**src/rtl/mos_pkg.sv**
```systemverilog
// Shared constants and state encoding for the MOSFET sweep sequencer and its
// combinational I_D/G_M evaluator.
package mos_pkg;

   localparam int VTH    = 1;
   localparam int V_W    = 3;
   localparam int OUT_W  = 6;
   localparam int CALC_W = 10;
   localparam int PT_W   = 2 * V_W;

   localparam logic [CALC_W-1:0] CLAMP_MAX = CALC_W'((1 << OUT_W) - 1);
   localparam logic [CALC_W-1:0] VTH_C     = CALC_W'(VTH);
   localparam logic [PT_W-1:0]   PT_LAST   = '1;

   typedef enum logic [1:0] {
      IDLE,
      RUN,
      DRAIN,
      DONE
   } state_t;

endpackage

```
**src/rtl/mos_eval.sv**
```systemverilog
// Combinational square-law MOSFET model: I_D and G_M for one (W, V_GS, V_DS)
// point, computed in 10-bit unsigned with floored division and clamped.
module mos_eval
   import mos_pkg::*;
(
   input  logic [V_W-1:0]   w,
   input  logic [V_W-1:0]   vgs,
   input  logic [V_W-1:0]   vds,
   output logic [OUT_W-1:0] id,
   output logic [OUT_W-1:0] gm
);

   function automatic logic [OUT_W-1:0] clamp(input logic [CALC_W-1:0] x);
      return (x > CLAMP_MAX) ? CLAMP_MAX[OUT_W-1:0] : x[OUT_W-1:0];
   endfunction

   logic [CALC_W-1:0] w_c, vgs_c, vds_c;
   logic [CALC_W-1:0] vov, id_raw, gm_raw;

   assign w_c   = CALC_W'(w);
   assign vgs_c = CALC_W'(vgs);
   assign vds_c = CALC_W'(vds);

   always_comb begin
      vov    = '0;
      id_raw = '0;
      gm_raw = '0;
      if (vgs_c > VTH_C) begin
         vov = vgs_c - VTH_C;
         // Triode only when Vov > V_DS, so 2*Vov*V_DS - V_DS^2 cannot underflow
         if (vov > vds_c) begin
            id_raw = (w_c * (((vov * vds_c) << 1) - (vds_c * vds_c))) / CALC_W'(3);
            gm_raw = ((w_c * vds_c) << 1) / CALC_W'(3);
         end else begin
            id_raw = (w_c * (vov * vov)) / CALC_W'(3);
            gm_raw = ((w_c * vov) << 1) / CALC_W'(3);
         end
      end
   end

   assign id = clamp(id_raw);
   assign gm = clamp(gm_raw);

endmodule

```
**src/rtl/mos_sweep_ctrl.sv**
```systemverilog
// Sweep sequencer: walks V_GS x V_DS over 64 points for a latched width,
// streams results over valid/ready and tracks the maximum-I_D point.
module mos_sweep_ctrl
   import mos_pkg::*;
(
   input  logic             clk,
   input  logic             rst_n,
   input  logic             start,
   input  logic [V_W-1:0]   W,
   output logic             busy,
   output logic             out_valid,
   input  logic             out_ready,
   output logic [V_W-1:0]   out_vgs,
   output logic [V_W-1:0]   out_vds,
   output logic [OUT_W-1:0] out_id,
   output logic [OUT_W-1:0] out_gm,
   output logic             done,
   output logic [OUT_W-1:0] max_id,
   output logic [V_W-1:0]   max_vgs,
   output logic [V_W-1:0]   max_vds
);

   state_t            state, state_nxt;
   logic [V_W-1:0]    w_lat;
   logic [PT_W-1:0]   pt;
   logic              go, load, accept;
   logic [OUT_W-1:0]  id_nxt, gm_nxt;

   mos_eval u_eval (
      .w   (w_lat),
      .vgs (pt[PT_W-1:V_W]),
      .vds (pt[V_W-1:0]),
      .id  (id_nxt),
      .gm  (gm_nxt)
   );

   always_ff @(posedge clk) begin
      if (!rst_n) state <= IDLE;
      else        state <= state_nxt;
   end

   always_comb begin
      state_nxt = state;
      go        = 1'b0;
      load      = 1'b0;
      busy      = 1'b0;
      accept    = out_valid && out_ready;
      case (state)
         IDLE, DONE: begin
            if (start) begin
               go        = 1'b1;
               state_nxt = RUN;
            end
         end
         RUN: begin
            busy = 1'b1;
            // Refill the result register when empty or emptying this cycle
            load = !out_valid || out_ready;
            if (load && (pt == PT_LAST)) state_nxt = DRAIN;
         end
         DRAIN: begin
            busy = 1'b1;
            if (accept) state_nxt = DONE;
         end
         default: state_nxt = IDLE;
      endcase
   end

   always_ff @(posedge clk) begin
      if (!rst_n) begin
         w_lat     <= '0;
         pt        <= '0;
         out_valid <= 1'b0;
         out_vgs   <= '0;
         out_vds   <= '0;
         out_id    <= '0;
         out_gm    <= '0;
         done      <= 1'b0;
         max_id    <= '0;
         max_vgs   <= '0;
         max_vds   <= '0;
      end else begin
         done <= (state == DRAIN) && accept;
         if (go) begin
            w_lat     <= W;
            pt        <= '0;
            out_valid <= 1'b0;
            max_id    <= '0;
            max_vgs   <= '0;
            max_vds   <= '0;
         end else if (load) begin
            out_valid <= 1'b1;
            out_vgs   <= pt[PT_W-1:V_W];
            out_vds   <= pt[V_W-1:0];
            out_id    <= id_nxt;
            out_gm    <= gm_nxt;
            pt        <= pt + PT_W'(1);
            // Strict compare keeps the earliest point on ties
            if (id_nxt > max_id) begin
               max_id  <= id_nxt;
               max_vgs <= pt[PT_W-1:V_W];
               max_vds <= pt[V_W-1:0];
            end
         end else if (accept) begin
            out_valid <= 1'b0;
         end
      end
   end

endmodule

```
**config.mk**
```make
export PLATFORM = sky130hd
export DESIGN_NAME = mos_sweep_ctrl
export DESIGN_NICKNAME = d
export VERILOG_FILES = /design/src/rtl/mos_pkg.sv /design/src/rtl/mos_eval.sv /design/src/rtl/mos_sweep_ctrl.sv
export SDC_FILE = /design/constraint.sdc
export NUM_CORES = 1
export LEC_CHECK = 0
export CAP_MARGIN = 20
export CORE_MARGIN = 1.5
export CORE_UTILIZATION = 50
export DETAILED_ROUTE_END_ITERATION = 10
export GPL_ROUTABILITY_DRIVEN = 0
export PLACE_DENSITY = 0.74
export SETUP_SLACK_MARGIN = 0.3
export SYNTH_ARGS = -nofsm -noshare
export SYNTH_HDL_FRONTEND = slang
export SYNTH_HIERARCHICAL = 1
export SYNTH_SLANG_ARGS = --single-unit
```
**constraint.sdc**
```tcl
create_clock -name clk -period 11.1 [get_ports clk]
set_input_delay 3.33 -clock clk [delete_from_list [all_inputs] [get_ports clk]]
set_output_delay 3.33 -clock clk [all_outputs]
set_load 0.05 [all_outputs]
```
# [After elaboration in Yosys (flattened, before gate mapping)]
# Cells that the tools add are included.
# W data, S select, Z words.
[totals] ff_bits=43 out_inout_bits=33 inputBits=7
[classes] mux=16 n_bitwise=2 reduce_logical=13 addsub=3 n_eq_ne=7 n_mul=7 div_mod_pow=4 order_cmp=5
[ops] op="$div A10 B2 Y10 const B" count=4
[ops] op="$mux W10" count=4
[ops] op="$gt A10 B6 Y1 const B" count=2
[ops] op="$mul A3 B10 Y10" count=2
[ops] op="$mul A3 B3 Y6" count=2
[ops] op="$mux W6" count=2
[ops] op="$gt A10 B3 Y1" count=1
[ops] op="$mul A10 B10 Y10" count=1
[ops] op="$mul A10 B3 Y9" count=1
[ops] op="$mul A3 B10 Y9" count=1
[ops] op="$sub A10 B10 Y10" count=1
[ops] op="$add A6 B1 Y6 const B" count=1
[ops] op="$eq A6 B6 Y1 const B" count=1
[ops] op="$gt A6 B6 Y1" count=1
[ops] op="$mux W1" count=6
[ops] op="$mux W2" count=3
[ops] op="$ne A2 B2 Y1 const B" count=3
[ops] op="$pmux W2 S3" count=1
[ops] op="$reduce_or A2 Y1" count=3
[ops] op="$eq A2 B2 Y1 const B" count=2
[ops] op="$reduce_and A2 Y1" count=2
[ops] op="$sub A3 B1 Y4 const B" count=1
[ops] op="$gt A3 B1 Y1 const B" count=1
[ops] op="$logic_and A1 B1 Y1" count=3
[ops] op="other kinds (7)" count=8

# [Depth between registers and ports, before layout]
# Gate-level depths: netlist of the first run.
[logic_depth] word_depth=11 depth_mapped=49

# [Hierarchy]
# The synthesis of the first run kept the hierarchy.
[by_module_without_submodules] mod="mos_eval" instances=1 seq_area_each_um2=0.0 cells_per_inst=642 area_per_inst_um2=4723.3
[by_module_without_submodules] mod="mos_sweep_ctrl" instances=1 seq_area_each_um2=860.8 cells_per_inst=200 area_per_inst_um2=1911.8

# [Least setup slack after synthesis of the first run]
# OpenSTA, ideal clock, no wires.
[synth_path] path_type="register -> register" startpoint="register pt[3]" endpoint="register max_vgs[0]" synth_period_minus_slack_ps=10091 path_stages_with_launch=49 slack_ps=1009 path_buffers=2 setup_ps=72 arrival_time_ps=10019 path_cell_list="dfxtp_1 > inv_2 > ha_1 > inv_1 > ha_1 > fa_1 > ha_1 > inv_1 > fa_1 > inv_1 > ha_1 > o21a_1 > nor2_1 > nor2_1 > xnor2_1 > nand2_1 > fa_1 > inv_1 > [13 not listed] > o21ai_0 > ha_1 > inv_1 > nand3_1 > nor3_1 > a21oi_1 > nand3_1 > ha_1 > a31oi_1 > and2_1 > o31ai_2 > inv_1 > ha_1 > nor2b_1 > o21ai_2 > a311oi_4 > buf_8 > mux2i_1"
[synth_between] elab_chain_len=11 elab_cells_between_ends=16
[synth_rtl] element="start, declared" line_no="mos_sweep_ctrl.sv:25" source="logic [PT_W-1:0] pt;"
[synth_rtl] element="start signal, assigned" line_no="mos_sweep_ctrl.sv:97" source="pt <= pt + PT_W'(1);"
[synth_rtl] element="$sub A3 B1 Y4" line_no="mos_eval.sv:29" source="vov = vgs_c - VTH_C;"
[synth_rtl] element="$mul A10 B3 Y9" line_no="mos_eval.sv:32" source="id_raw = (w_c * (((vov * vds_c) << 1) - (vds_c * vds_c))) / CALC_W'(3);"
[synth_rtl] element="$sub A10 B10 Y10" line_no="mos_eval.sv:32"
[synth_rtl] element="$mul A3 B10 Y10" line_no="mos_eval.sv:32"
[synth_rtl] element="$div A10 B2 Y10" line_no="mos_eval.sv:32"
[synth_rtl] element="$mux W10" line_no="mos_eval.sv:31" source="if (vov > vds_c) begin"
[synth_rtl] element="$mux W10 *" line_no="mos_eval.sv:28" source="if (vgs_c > VTH_C) begin"
[synth_rtl] element="$gt A10 B6 Y1" line_no="mos_eval.sv:14" source="return (x > CLAMP_MAX) ? CLAMP_MAX[OUT_W-1:0] : x[OUT_W-1:0];"
[synth_rtl] element="$mux W6 *" line_no="mos_eval.sv:14"
[synth_rtl] element="named net id_nxt[0]" line_no="mos_sweep_ctrl.sv:27" source="logic [OUT_W-1:0] id_nxt, gm_nxt;"
[synth_rtl] element="$gt A6 B6 Y1 *" line_no="mos_sweep_ctrl.sv:99" source="if (id_nxt > max_id) begin"
[synth_rtl] element="$reduce_and A2 Y1 (no line) *"
[synth_rtl] element="end signal, assigned" line_no="mos_sweep_ctrl.sv:101" source="max_vgs <= pt[PT_W-1:V_W];"
[synth_rtl] element="end, declared" line_no="mos_sweep_ctrl.sv:19" source="output logic [V_W-1:0] max_vgs,"
# The timed path passes the listed nets; every way through them passes the cells marked *.
# A chain may end at the register's enable or synchronous reset.

# [Final worst setup path of the first run]
[layout_path] startpoint="register pt[4]" endpoint="register max_vds[2]"
[layout_between] elab_chain_len=11 elab_cells_between_ends=16
[layout_rtl] element="$sub A3 B1 Y4" line_no="mos_eval.sv:29"
[layout_rtl] element="$mul A10 B3 Y9" line_no="mos_eval.sv:32"
[layout_rtl] element="$sub A10 B10 Y10" line_no="mos_eval.sv:32"
[layout_rtl] element="$mul A3 B10 Y10" line_no="mos_eval.sv:32"
[layout_rtl] element="$div A10 B2 Y10" line_no="mos_eval.sv:32"
[layout_rtl] element="$mux W10" line_no="mos_eval.sv:31"
[layout_rtl] element="$mux W10 *" line_no="mos_eval.sv:28"
[layout_rtl] element="$gt A10 B6 Y1" line_no="mos_eval.sv:14"
[layout_rtl] element="$mux W6 *" line_no="mos_eval.sv:14"
[layout_rtl] element="named net id_nxt[0]" line_no="mos_sweep_ctrl.sv:27"
[layout_rtl] element="$gt A6 B6 Y1 *" line_no="mos_sweep_ctrl.sv:99"
[layout_rtl] element="$reduce_and A2 Y1 (no line) *"
[layout_rtl] element="end signal, assigned" line_no="mos_sweep_ctrl.sv:102" source="max_vds <= pt[V_W-1:0];"
[layout_rtl] element="end, declared" line_no="mos_sweep_ctrl.sv:20" source="output logic [V_W-1:0] max_vds"
# Marks and branches as above.

==> results of run 1 <==
layout make-up:
| class | count | area [µm²] |
|---|---|---|
| timing repair buffer | 62 | 570.5 |
| clock buffer | 6 | 128.9 |
| inverter | 75 | 281.5 |
| sequential | 43 | 864.6 |
| tap | 172 | 215.2 |
| fill | 1158 | 5207 |
| clock inverter | 2 | 12.51 |
| multi-input combinational | 701 | 5493 |
cells in the mapped netlist, drive strengths merged, types with 4 or more instances:
| library cell | instances |
|---|---|
| fa | 29 |
| a311oi | 5 |
| nor2 | 78 |
| inv | 74 |
| clkbuf | 14 |
| o21ai | 29 |
| xor2 | 15 |
| and3 | 8 |
| nor3 | 21 |
| dfxtp | 43 |
| a211o | 4 |
| o211ai | 4 |
| o22ai | 7 |
| o21a | 8 |
| a21oi | 42 |
| buf | 10 |
| or2 | 8 |
| or3 | 4 |
| mux2 | 7 |
| a31oi | 7 |
| o31ai | 6 |
| xnor2 | 23 |
| nand2 | 128 |
| mux2i | 47 |
| nand3 | 21 |
| a21o | 12 |
| nor2b | 12 |
| and2 | 16 |
| nor4 | 6 |
| ha | 82 |
| nand2b | 5 |
| a211oi | 10 |
critical path: cells and delay by family, from the launching register on:
kind / cells / cell delay [ns]
xor gates and xnor gates: 2 / 0.37
AOI/OAI and AO/OA: 12 / 2.33
muxes: 3 / 0.67
DFF: 1 / 0.38
buffers and inverters: 8 / 0.82
and+or+nand+nor: 12 / 2.43
adders and majority gates: 10 / 3.18
metrics by stage:
stage	power, mW	worst slack, ns	utilization (%)	hold WS (ns)	cells
after floorplan	1.134	1.009	-	0.4351	842
after global placement	1.324	0.3775	56.30	0.4505	1041
after detailed placement	1.336	0.08890	56.30	0.4509	1041
after CTS	1.493	0.3098	57.57	0.4630	1049
after global routing	1.733	0.2853	59.23	0.4959	1061
final	1.586	0.8204	59.23	0.4649	1061
metal layers:
metal  GRT usage [%]  share of wire (%)  vias to the layer above
met3           2.317                4.5                       25
met2           41.06                 49                      189
li1                -                  -                     3033
met4           6.784                1.7                        0
met5               0                  0                        -
met1           29.66                 45                     2815
logic make-up after synthesis:
| group | count (synthesis) | synth area share (%) |
|---|---|---|
| other cells | 1 | 0.05652 |
| flops | 43 | 12.97 |
| compound gates | 169 | 18.71 |
| buf+inv | 99 | 6.336 |
| mux | 54 | 8.391 |
| xor+xnor | 40 | 5.827 |
| simple gates | 325 | 23.50 |
| fa+ha+maj | 111 | 24.21 |
worst paths after layout:
| path | startpoint | endpoint | cells past startpoint |
|---|---|---|---|
| worst max-delay path | pt[4] | max_vds[2] | 47 |
| worst min-delay path | max_vgs[2] | max_vgs[2] | 2 |
| worst min register to register | max_vgs[2] | max_vgs[2] | 2 |
| worst max register to register | pt[4] | max_vds[2] | 47 |
registers in the layout, indices dropped and copies added, names as in the netlist, 3 cells and up:
name / cells
max_id: 6
out_gm: 6
out_id: 6
pt: 6
max_vds: 3
max_vgs: 3
out_vds: 3
out_vgs: 3
w_lat: 3
power groups by stage:
stage / clock network [mW] / registers (mW) / logic [mW]
floorplan: 0 / 0.179 / 0.955
global placement: 0 / 0.186 / 1.14
detailed placement: 0 / 0.186 / 1.15
CTS: 0.146 / 0.183 / 1.16
global route: 0.153 / 0.185 / 1.39
finish: 0.144 / 0.183 / 1.26
repair_timing:
item / CTS / global route
endpoints found under the setup margin: 12 / 12
gates cloned: 0 / 2
buffers inserted: 0 / 10
pin swaps: 0 / 6
resized for setup: 5 / 27
==> results.md, run 1 <==
- Status: finished clean
- Via Count: 6062
- First-pass GRT wire length: roughly 27000 µm
- Router iterations before antenna repair: 5
- Max Cap Viol: 0
- R2r setup slk: 0.82 ns
- Cell variety after synth: 96
- Clock share of power: 9.1%
- Class of the tightest hold or removal check: reg2reg
- Initial Util: approximately 52%
- CTS tree: done
- Commonest non-fill, non-tap cell in the layout: nand2_1
- 1st-iter DRT viols: 423
- Post-route cell area: approximately 7600 µm²
- Sequential share of power: 11.5%
- Leading cell types in the layout, fill and taps excluded: nand2_1, ha_1, nor2_1
- Tot GR Track Use: 23.16%
- Max Slew Vio Count: 0
- Synthesized net count: 960
- Startpoint type of the worst setup path: register
- Fin Setup TNS: 0 ns
- Tightest Pin Transition: between 1 and 1.5 ns
- Synth top area share: around 15%
- N_diodes: 0
- Number of global-route vias before repair: 5854
- Crit end category: register
- RSZ-0062 raised after global routing: no
- Die area: 13970 µm²
- Share of the yosys chip area belonging to registers: between 10% and 20%
- CTS Buf Count: 5
- Total net switching power: between 0.8 and 0.9 mW
- Worst EP required: 11.31 ns
- Peak VDD IR: about 0.00021 V
- DP Wirelength: between 10000 and 15000 µm
- Worst skew pair latency: around 0.28 ns
- Final net count: 1006
- Minimum clock period: between 10 and 15 ns
- Final hold violations: 0
- Share of layout cells above drive strength 1: between 10% and 20%
- # DRC: 0
- Dpl cell area: between 7000 and 8000 µm²
- Crit path arrival time: approximately 10 ns
- H-tree depth: 2
- Most common cell on crit path: inv_1
- Sw Share: slightly above 50%
- Synth-to-layout area growth: 14.03%
- CTS root buf: clkbuf_16
- Initial antenna violation count: 0
- Yosys warning count: 6
- Top_reg_cell synth: dfxtp_1
- Final ANT Viol Nets: 0
- Crit-path max cell delay: ~0.5 ns
- Crit-path max FO: 8
- CTS clk-pin slew, worst paths: approximately 0.060 ns
- Post-Route WL: 16380 µm
- Highest clock rate: 0.09728 GHz
- Synth area leaders: ha_1, dfxtp_1, fa_1, nand2_1, mux2i_1
- Vias per inst: about 5.7
- Core Rows: between 40 and 50
- Tcrit/Tclk final: approximately 93%
- Leakage power: 3.408 nW
- Synth area leader: ha_1
- Total gr overflow: 0
- Synthesis-stage register bit count: 43
- Post-synth ARST share: 0%
- EDFF count, synth: 0
- Slowest cell on the critical path: fa_1
- Slew HR: 30.09%
- Sinks on Clock Net: 43
- Mean area per synthesized cell: 7.880 µm²
- Hold Buf Count CTS: 0
- Final Skew: around 0.0059 ns
- DR WL/cell: 15.44 µm
- Die width: 118.2 µm
- CTS max path bufs: 2
- Core Area: between 10000 and 15000 µm²
- Synth Cell Area: roughly 6600 µm²
- Int Power: 0.7740 mW
- Number of top-level pins: 40
- Port Buffer Count: 39
- Synth Instances: 842
- Pwr dens: ~210 nW/µm²
- Die H: 118.2 µm
- Largest net degree at the start of global routing: 28
- Worst setup path class: reg2reg
- Comb pwr share: between 70% and 80%
- Final setup violating endpoints: 0
Note: power is estimated with default switching activity, not from simulation.
==> inputs of run 2 (changes only) <==
--- a/config.mk
+++ b/config.mk
@@ -10,7 +10,7 @@
 export CORE_UTILIZATION = 50
 export DETAILED_ROUTE_END_ITERATION = 10
 export GPL_ROUTABILITY_DRIVEN = 0
-export PLACE_DENSITY = 0.74
+export PLACE_DENSITY = 0.77
 export SETUP_SLACK_MARGIN = 0.3
 export SYNTH_ARGS = -nofsm -noshare
 export SYNTH_HDL_FRONTEND = slang
==> constraint.sdc (replaced) <==
create_clock -name clk -period 8.9 [get_ports clk]
set_input_delay 2.67 -clock clk [delete_from_list [all_inputs] [get_ports clk]]
set_output_delay 2.67 -clock clk [all_outputs]
set_load 0.05 [all_outputs]
==> results.md, run 2 (same netlist as run 1, synthesis figures left out) <==
- Sw Share: 47.55% (was 51.21%)
- Final worst slack: -0.5740 ns (was 0.8204 ns)
- Number of top-level pins: 40 (unchanged)
- Tightest Pin Transition: 1.133 ns (was 1.038 ns)
- Minimum clock period: 9.474 ns (was 10.28 ns)
- CTS root buf: clkbuf_16 (unchanged)
- Post-route cell area: 8987 µm² (was 7566 µm²)
- Multi-input logic area: 5922 µm² (was 5493 µm²)
- Tot GR Track Use: 25.79% (was 23.16%)
- R2r setup slk: -0.57 ns (was 0.82 ns)
- Final hold violations: 0 (unchanged)
- Tcrit/Tclk final: 106.4% (was 92.61%)
- CTS tree: done (unchanged)
- Via Count: 6743 (was 6062)
- Commonest non-fill, non-tap cell in the layout: buf_4 (was nand2_1)
- Crit end category: register (unchanged)
- Core Area: 12770 µm² (unchanged)
- Status: finished with violations (was finished clean)
- Most common cell on crit path: ha_4 (was inv_1)
- Fillers: 952 (was 1158)
- RSZ-0062 raised after global routing: yes (was no)
- Leading cell types in the layout, fill and taps excluded: buf_4, nand2_1, nor2_1 (was nand2_1, ha_1, nor2_1)
- Fin Setup TNS: -6.311 ns (was 0 ns)
- Sequential share of power: 8.2% (was 11.5%)
- Vias per inst: 5.681 (was 5.713)
- Peak VDD IR: 0.0002426 V (was 0.0002137 V)
- Synth-to-layout area growth: 35.45% (was 14.03%)
- Highest clock rate: 0.1056 GHz (was 0.09728 GHz)
- Number of global-route vias before repair: 6680 (was 5854)
- # DRC: 0 (unchanged)
- 1st-iter DRT viols: 374 (was 423)
- Crit-path max cell delay: 0.55 ns (was 0.51 ns)
- Die H: 118.2 µm (unchanged)
- Final Skew: 0.009967 ns (was 0.005888 ns)
- CTS Buf Count: 5 (unchanged)
- Crit-path max FO: 6 (was 8)
- Sinks on Clock Net: 43 (unchanged)
- Worst EP required: 9.11 ns (was 11.31 ns)
- Register area: 867.1 µm² (was 864.6 µm²)
- DR WL/cell: 15.72 µm (was 15.44 µm)
- Share of layout cells above drive strength 1: 28.47% (was 10.46%)
- CTS max path bufs: 2 (unchanged)
- Worst setup path class: reg2reg (unchanged)
- Max Slew Vio Count: 0 (unchanged)
- Max Cap Viol: 0 (unchanged)
- Initial Util: 51.94% (unchanged)
- Die width: 118.2 µm (unchanged)
- Class of the tightest hold or removal check: reg2reg (unchanged)
- N_diodes: 0 (unchanged)
- Int Power: 1.397 mW (was 0.7740 mW)
- Initial antenna violation count: 0 (unchanged)
- Slowest cell on the critical path: fa_1 (unchanged)
- Crit path arrival time: 9.68 ns (was 10.49 ns)
- Leakage power: 4.116 nW (was 3.408 nW)
- First-pass GRT wire length: 30170 µm (was 27390 µm)
- Clock share of power: 6.8% (was 9.1%)
- Final setup violating endpoints: 12 (was 0)
- Core Rows: 41 (unchanged)
- Delay-heaviest family, CP: adder cells (unchanged)
- Post-Route WL: 18660 µm (was 16380 µm)
- Comb pwr share: 85.0% (was 79.4%)
- Worst skew pair latency: 0.29 ns (was 0.28 ns)
- Dpl cell area: 8250 µm² (was 7192 µm²)
- Port Buffer Count: 39 (unchanged)
- H-tree depth: 2 (unchanged)
- Total net switching power: 1.267 mW (was 0.8124 mW)
- CTS clk-pin slew, worst paths: 0.07 ns (was 0.06 ns)
- WP buf/inv: 9 (was 8)
- Final net count: 1132 (was 1006)
- Startpoint type of the worst setup path: register (unchanged)
- Router iterations before antenna repair: 5 (unchanged)
- Die area: 13970 µm² (unchanged)
- Slew HR: 22.30% (was 30.09%)
- Total gr overflow: 0 (unchanged)
- Failing checks: negative setup slack
- DP Wirelength: 13830 µm (was 12490 µm)
- Final ANT Viol Nets: 0 (unchanged)
- Largest net degree at the start of global routing: 28 (unchanged)
- Pwr dens: 296.4 nW/µm² (was 209.7 nW/µm²)
run 2: cell types whose count changed in the layout (fill, tap and decap cells not counted), sizes merged:
| cell | before | now |
|---|---|---|
| buf | 23 | 149 |
run 2: per-stage QoR:
step / hold WS [ns] / cells / worst slack [ns] / total power, mW / utilization, %
after global routing: 0.4998 / 1187 / -0.9220 / 2.854 / 70.36
after floorplan: 0.4351 / 842 / -0.3721 / 1.485 / -
after global placement: 0.4498 / 1157 / -0.5406 / 1.999 / 64.59
after detailed placement: 0.4530 / 1157 / -0.7573 / 2.038 / 64.59
after CTS: 0.4724 / 1178 / -0.5367 / 2.340 / 67.47
final: 0.4720 / 1187 / -0.5740 / 2.664 / 70.36
run 2: what timing repair did:
item,in CTS,in global routing
pin swaps,21,25
setup buffers,11,9
resized for setup,27,58
endpoints found under the setup margin,14,14
gates cloned,2,0
hold buffers,0,0
run 2: area by class of cell:
class | count | area share, %
tap | 172 | 2.395
inverter | 75 | 3.216
timing repair buffer | 188 | 17.28
clock buffer | 6 | 1.434
multi-input combinational | 701 | 65.89
sequential | 43 | 9.648
clock inverter | 2 | 0.1392
run 2: path summary, 6_finish.rpt:
| kind | to | cells past startpoint | from |
|---|---|---|---|
| max reg2reg | max_vgs[1] | 42 | pt[3] |
| max | max_vgs[1] | 42 | pt[3] |
| min | max_vds[1] | 2 | max_vds[1] |
| min reg2reg | max_vds[1] | 2 | max_vds[1] |
run 2: power by group through the flow:
stage | Sequential [mW] | Clock, mW | Combinational, mW
floorplan | 0.223 | 0 | 1.26
global placement | 0.222 | 0 | 1.78
detailed placement | 0.222 | 0 | 1.82
CTS | 0.218 | 0.183 | 1.94
global route | 0.220 | 0.192 | 2.44
finish | 0.218 | 0.181 | 2.26
run 2: worst register-to-register path: cells and delay by family (launching register included):
family	cells	cell delay [ns]
flip-flops	1	0.35
buffers and inverters	9	0.84
multiplexers	2	0.59
AND/OR/NAND/NOR	8	1.68
AO/OA/AOI/OAI	11	2.49
adder cells (fa/ha/maj)	9	2.66
XOR/XNOR	3	0.78
run 2: routing by layer:
metal	global-route usage [%]	share of wire, %
met5	0	0
met4	9.604	2.0
met3	2.413	4.2
met2	46.84	50
met1	31.42	44
==> inputs of run 3 (changes only) <==
--- a/config.mk
+++ b/config.mk
@@ -10,6 +10,7 @@
 export CORE_UTILIZATION = 50
 export DETAILED_ROUTE_END_ITERATION = 10
 export GPL_ROUTABILITY_DRIVEN = 0
+export MAX_ROUTING_LAYER = met4
 export PLACE_DENSITY = 0.77
 export SETUP_SLACK_MARGIN = 0.3
 export SYNTH_ARGS = -nofsm -noshare
==> results.md, run 3 (same netlist as run 1, synthesis figures left out) <==
- Status: finished with violations (unchanged)
- Failing checks: negative setup slack (unchanged)
- Final hold violations: 0 (unchanged)
- Vias per inst: 5.675 (was 5.681)
- 1st-iter DRT viols: 384 (was 374)
- Dpl cell area: 8250 µm² (unchanged)
- Core Area: 12770 µm² (unchanged)
- Reg2reg start: pt[3] (unchanged)
- HP Start: max_vds[1] (unchanged)
- Startpoint type of the worst setup path: register (unchanged)
- Die H: 118.2 µm (unchanged)
- RSZ-0062 raised after global routing: yes (unchanged)
- Final setup violating endpoints: 12 (unchanged)
- Delay-heaviest family, CP: adder cells (unchanged)
- Share of layout cells above drive strength 1: 28.47% (unchanged)
- CTS Buf Count: 5 (unchanged)
- Number of top-level pins: 40 (unchanged)
- Final worst slack: -0.5753 ns (was -0.5740 ns)
- Slew HR: 22.63% (was 22.30%)
- Post-Route WL: 18670 µm (was 18660 µm)
- # DRC: 0 (unchanged)
- Worst EP required: 9.10 ns (was 9.11 ns)
- Class of the tightest hold or removal check: reg2reg (unchanged)
- Crit path arrival time: 9.68 ns (about the same)
- Final Skew: 0.007713 ns (was 0.009967 ns)
- Post-route cell area: 8987 µm² (unchanged)
- DP Wirelength: 13830 µm (unchanged)
- WP buf/inv: 9 (unchanged)
- Final ANT Viol Nets: 0 (unchanged)
- Die width: 118.2 µm (unchanged)
- Crit end category: register (unchanged)
- Highest clock rate: 0.1055 GHz (was 0.1056 GHz)
- Leading cell types in the layout, fill and taps excluded: buf_4, nand2_1, nor2_1 (unchanged)
- Die area: 13970 µm² (unchanged)
- Initial Util: 51.94% (unchanged)
- Tot GR Track Use: 26.52% (was 25.79%)
- Minimum clock period: 9.475 ns (was 9.474 ns)
- GRT met3 Usage: 2.268% (was 2.413%)
- CTS tree: done (unchanged)
- GRT busiest layer: met2 (unchanged)
- Router iterations before antenna repair: 5 (unchanged)
- CTS clk-pin slew, worst paths: 0.06 ns (was 0.07 ns)
- Fillers: 952 (unchanged)
- Peak VDD IR: 0.0002422 V (was 0.0002426 V)
- First-pass GRT wire length: 30130 µm (was 30170 µm)
- Tcrit/Tclk final: 106.5% (was 106.4%)
- Worst skew pair latency: 0.29 ns (about the same)
- Total gr overflow: 0 (unchanged)
- Most common cell on crit path: ha_4 (unchanged)
- Pwr dens: 296.5 nW/µm² (was 296.4 nW/µm²)
- Grt met1 use: 31.48% (was 31.42%)
- Max Cap Viol: 0 (unchanged)
- Hold Buf Count CTS: 0 (unchanged)
- CTS max path bufs: 2 (unchanged)
- Worst setup path class: reg2reg (unchanged)
- Port Buffer Count: 39 (unchanged)
- Slowest cell on the critical path: fa_1 (unchanged)
- Via Count: 6736 (was 6743)
- Crit. Startpoint: pt[3] (unchanged)
- H-tree depth: 2 (unchanged)
- Number of global-route vias before repair: 6683 (was 6680)
- Final core occ: 70.36% (unchanged)
- DR WL/cell: 15.73 µm (was 15.72 µm)
- Crit-path max cell delay: 0.55 ns (about the same)
- CTS root buf: clkbuf_16 (unchanged)
- Largest net degree at the start of global routing: 28 (unchanged)
- Leakage power: 4.116 nW (unchanged)
- Tightest Pin Transition: 1.128 ns (was 1.133 ns)
- Initial antenna violation count: 0 (unchanged)
- Max Slew Vio Count: 0 (unchanged)
- N_diodes: 0 (unchanged)
- Commonest non-fill, non-tap cell in the layout: buf_4 (unchanged)
- Synth-to-layout area growth: 35.45% (unchanged)
- Fin Hold WS: 0.4720 ns (about the same)
- Multi-input logic area: 5922 µm² (unchanged)
- Core Rows: 41 (unchanged)
- Crit-path max FO: 6 (unchanged)
- Register area: 867.1 µm² (unchanged)
- GRT met2 Usage: 46.84% (unchanged)
- Sinks on Clock Net: 43 (unchanged)
- Final net count: 1132 (unchanged)
## run 3: metrics by stage
stage | total power, mW | setup WS (ns) | TNS [ns] | instances
CTS | 2.340 | -0.5367 | -5.699 | 1178
detailed placement | 2.038 | -0.7573 | -8.806 | 1157
global route | 2.853 | -0.9235 | -10.92 | 1187
global placement | 1.999 | -0.5406 | -6.440 | 1157
finish | 2.664 | -0.5753 | -6.204 | 1187
floorplan | 1.485 | -0.3721 | -4.161 | 842
## run 3: cell type report
cell class              instances  area share, %
multi-input cells             701          65.89
repair buffers                188          17.28
clock inverters                 2         0.1392
flip-flops and latches         43          9.648
clock buffers                   6          1.434
inverters                      75          3.216
well taps                     172          2.395
## run 3: worst reg2reg max path, delay by kind of cell, from the launching register on
family | cells | cell delay (ns)
flip-flops | 1 | 0.35
adder cells (fa/ha/maj) | 9 | 2.66
XOR/XNOR | 3 | 0.78
buffers and inverters | 9 | 0.84
multiplexers | 2 | 0.60
AND/OR/NAND/NOR | 8 | 1.68
AO/OA/AOI/OAI | 11 | 2.46
## run 3: path summary, 6_finish.rpt
kind	to	slack (ns)	depth (start not counted)
max reg2reg	max_vgs[1]	-0.58	42
max	max_vgs[1]	-0.58	42
min reg2reg	max_vds[1]	0.47	2
min	max_vds[1]	0.47	2
## run 3: layer usage
layer | part of all wire [%] | vias up | wire length (µm)
met2 | 50 | 180 | 9295
met4 | 2.2 | 0 | 418
met3 | 3.9 | 36 | 732
li1 | - | 3290 | -
met5 | 0 | - | 0
met1 | 44 | 3230 | 8227
## run 3: what timing repair did
| action | CTS | global route |
|---|---|---|
| setup buffers | 11 | 9 |
| resized for setup | 27 | 58 |
| gates cloned | 2 | 0 |
| setup endpoints to repair | 14 | 14 |
| pin swaps | 21 | 25 |
## run 3: power breakdown
group          switching, mW  total [mW]  internal [mW]
combinational           1.17        2.27           1.09
clock                 0.0771       0.181          0.104
sequential            0.0154       0.219          0.203
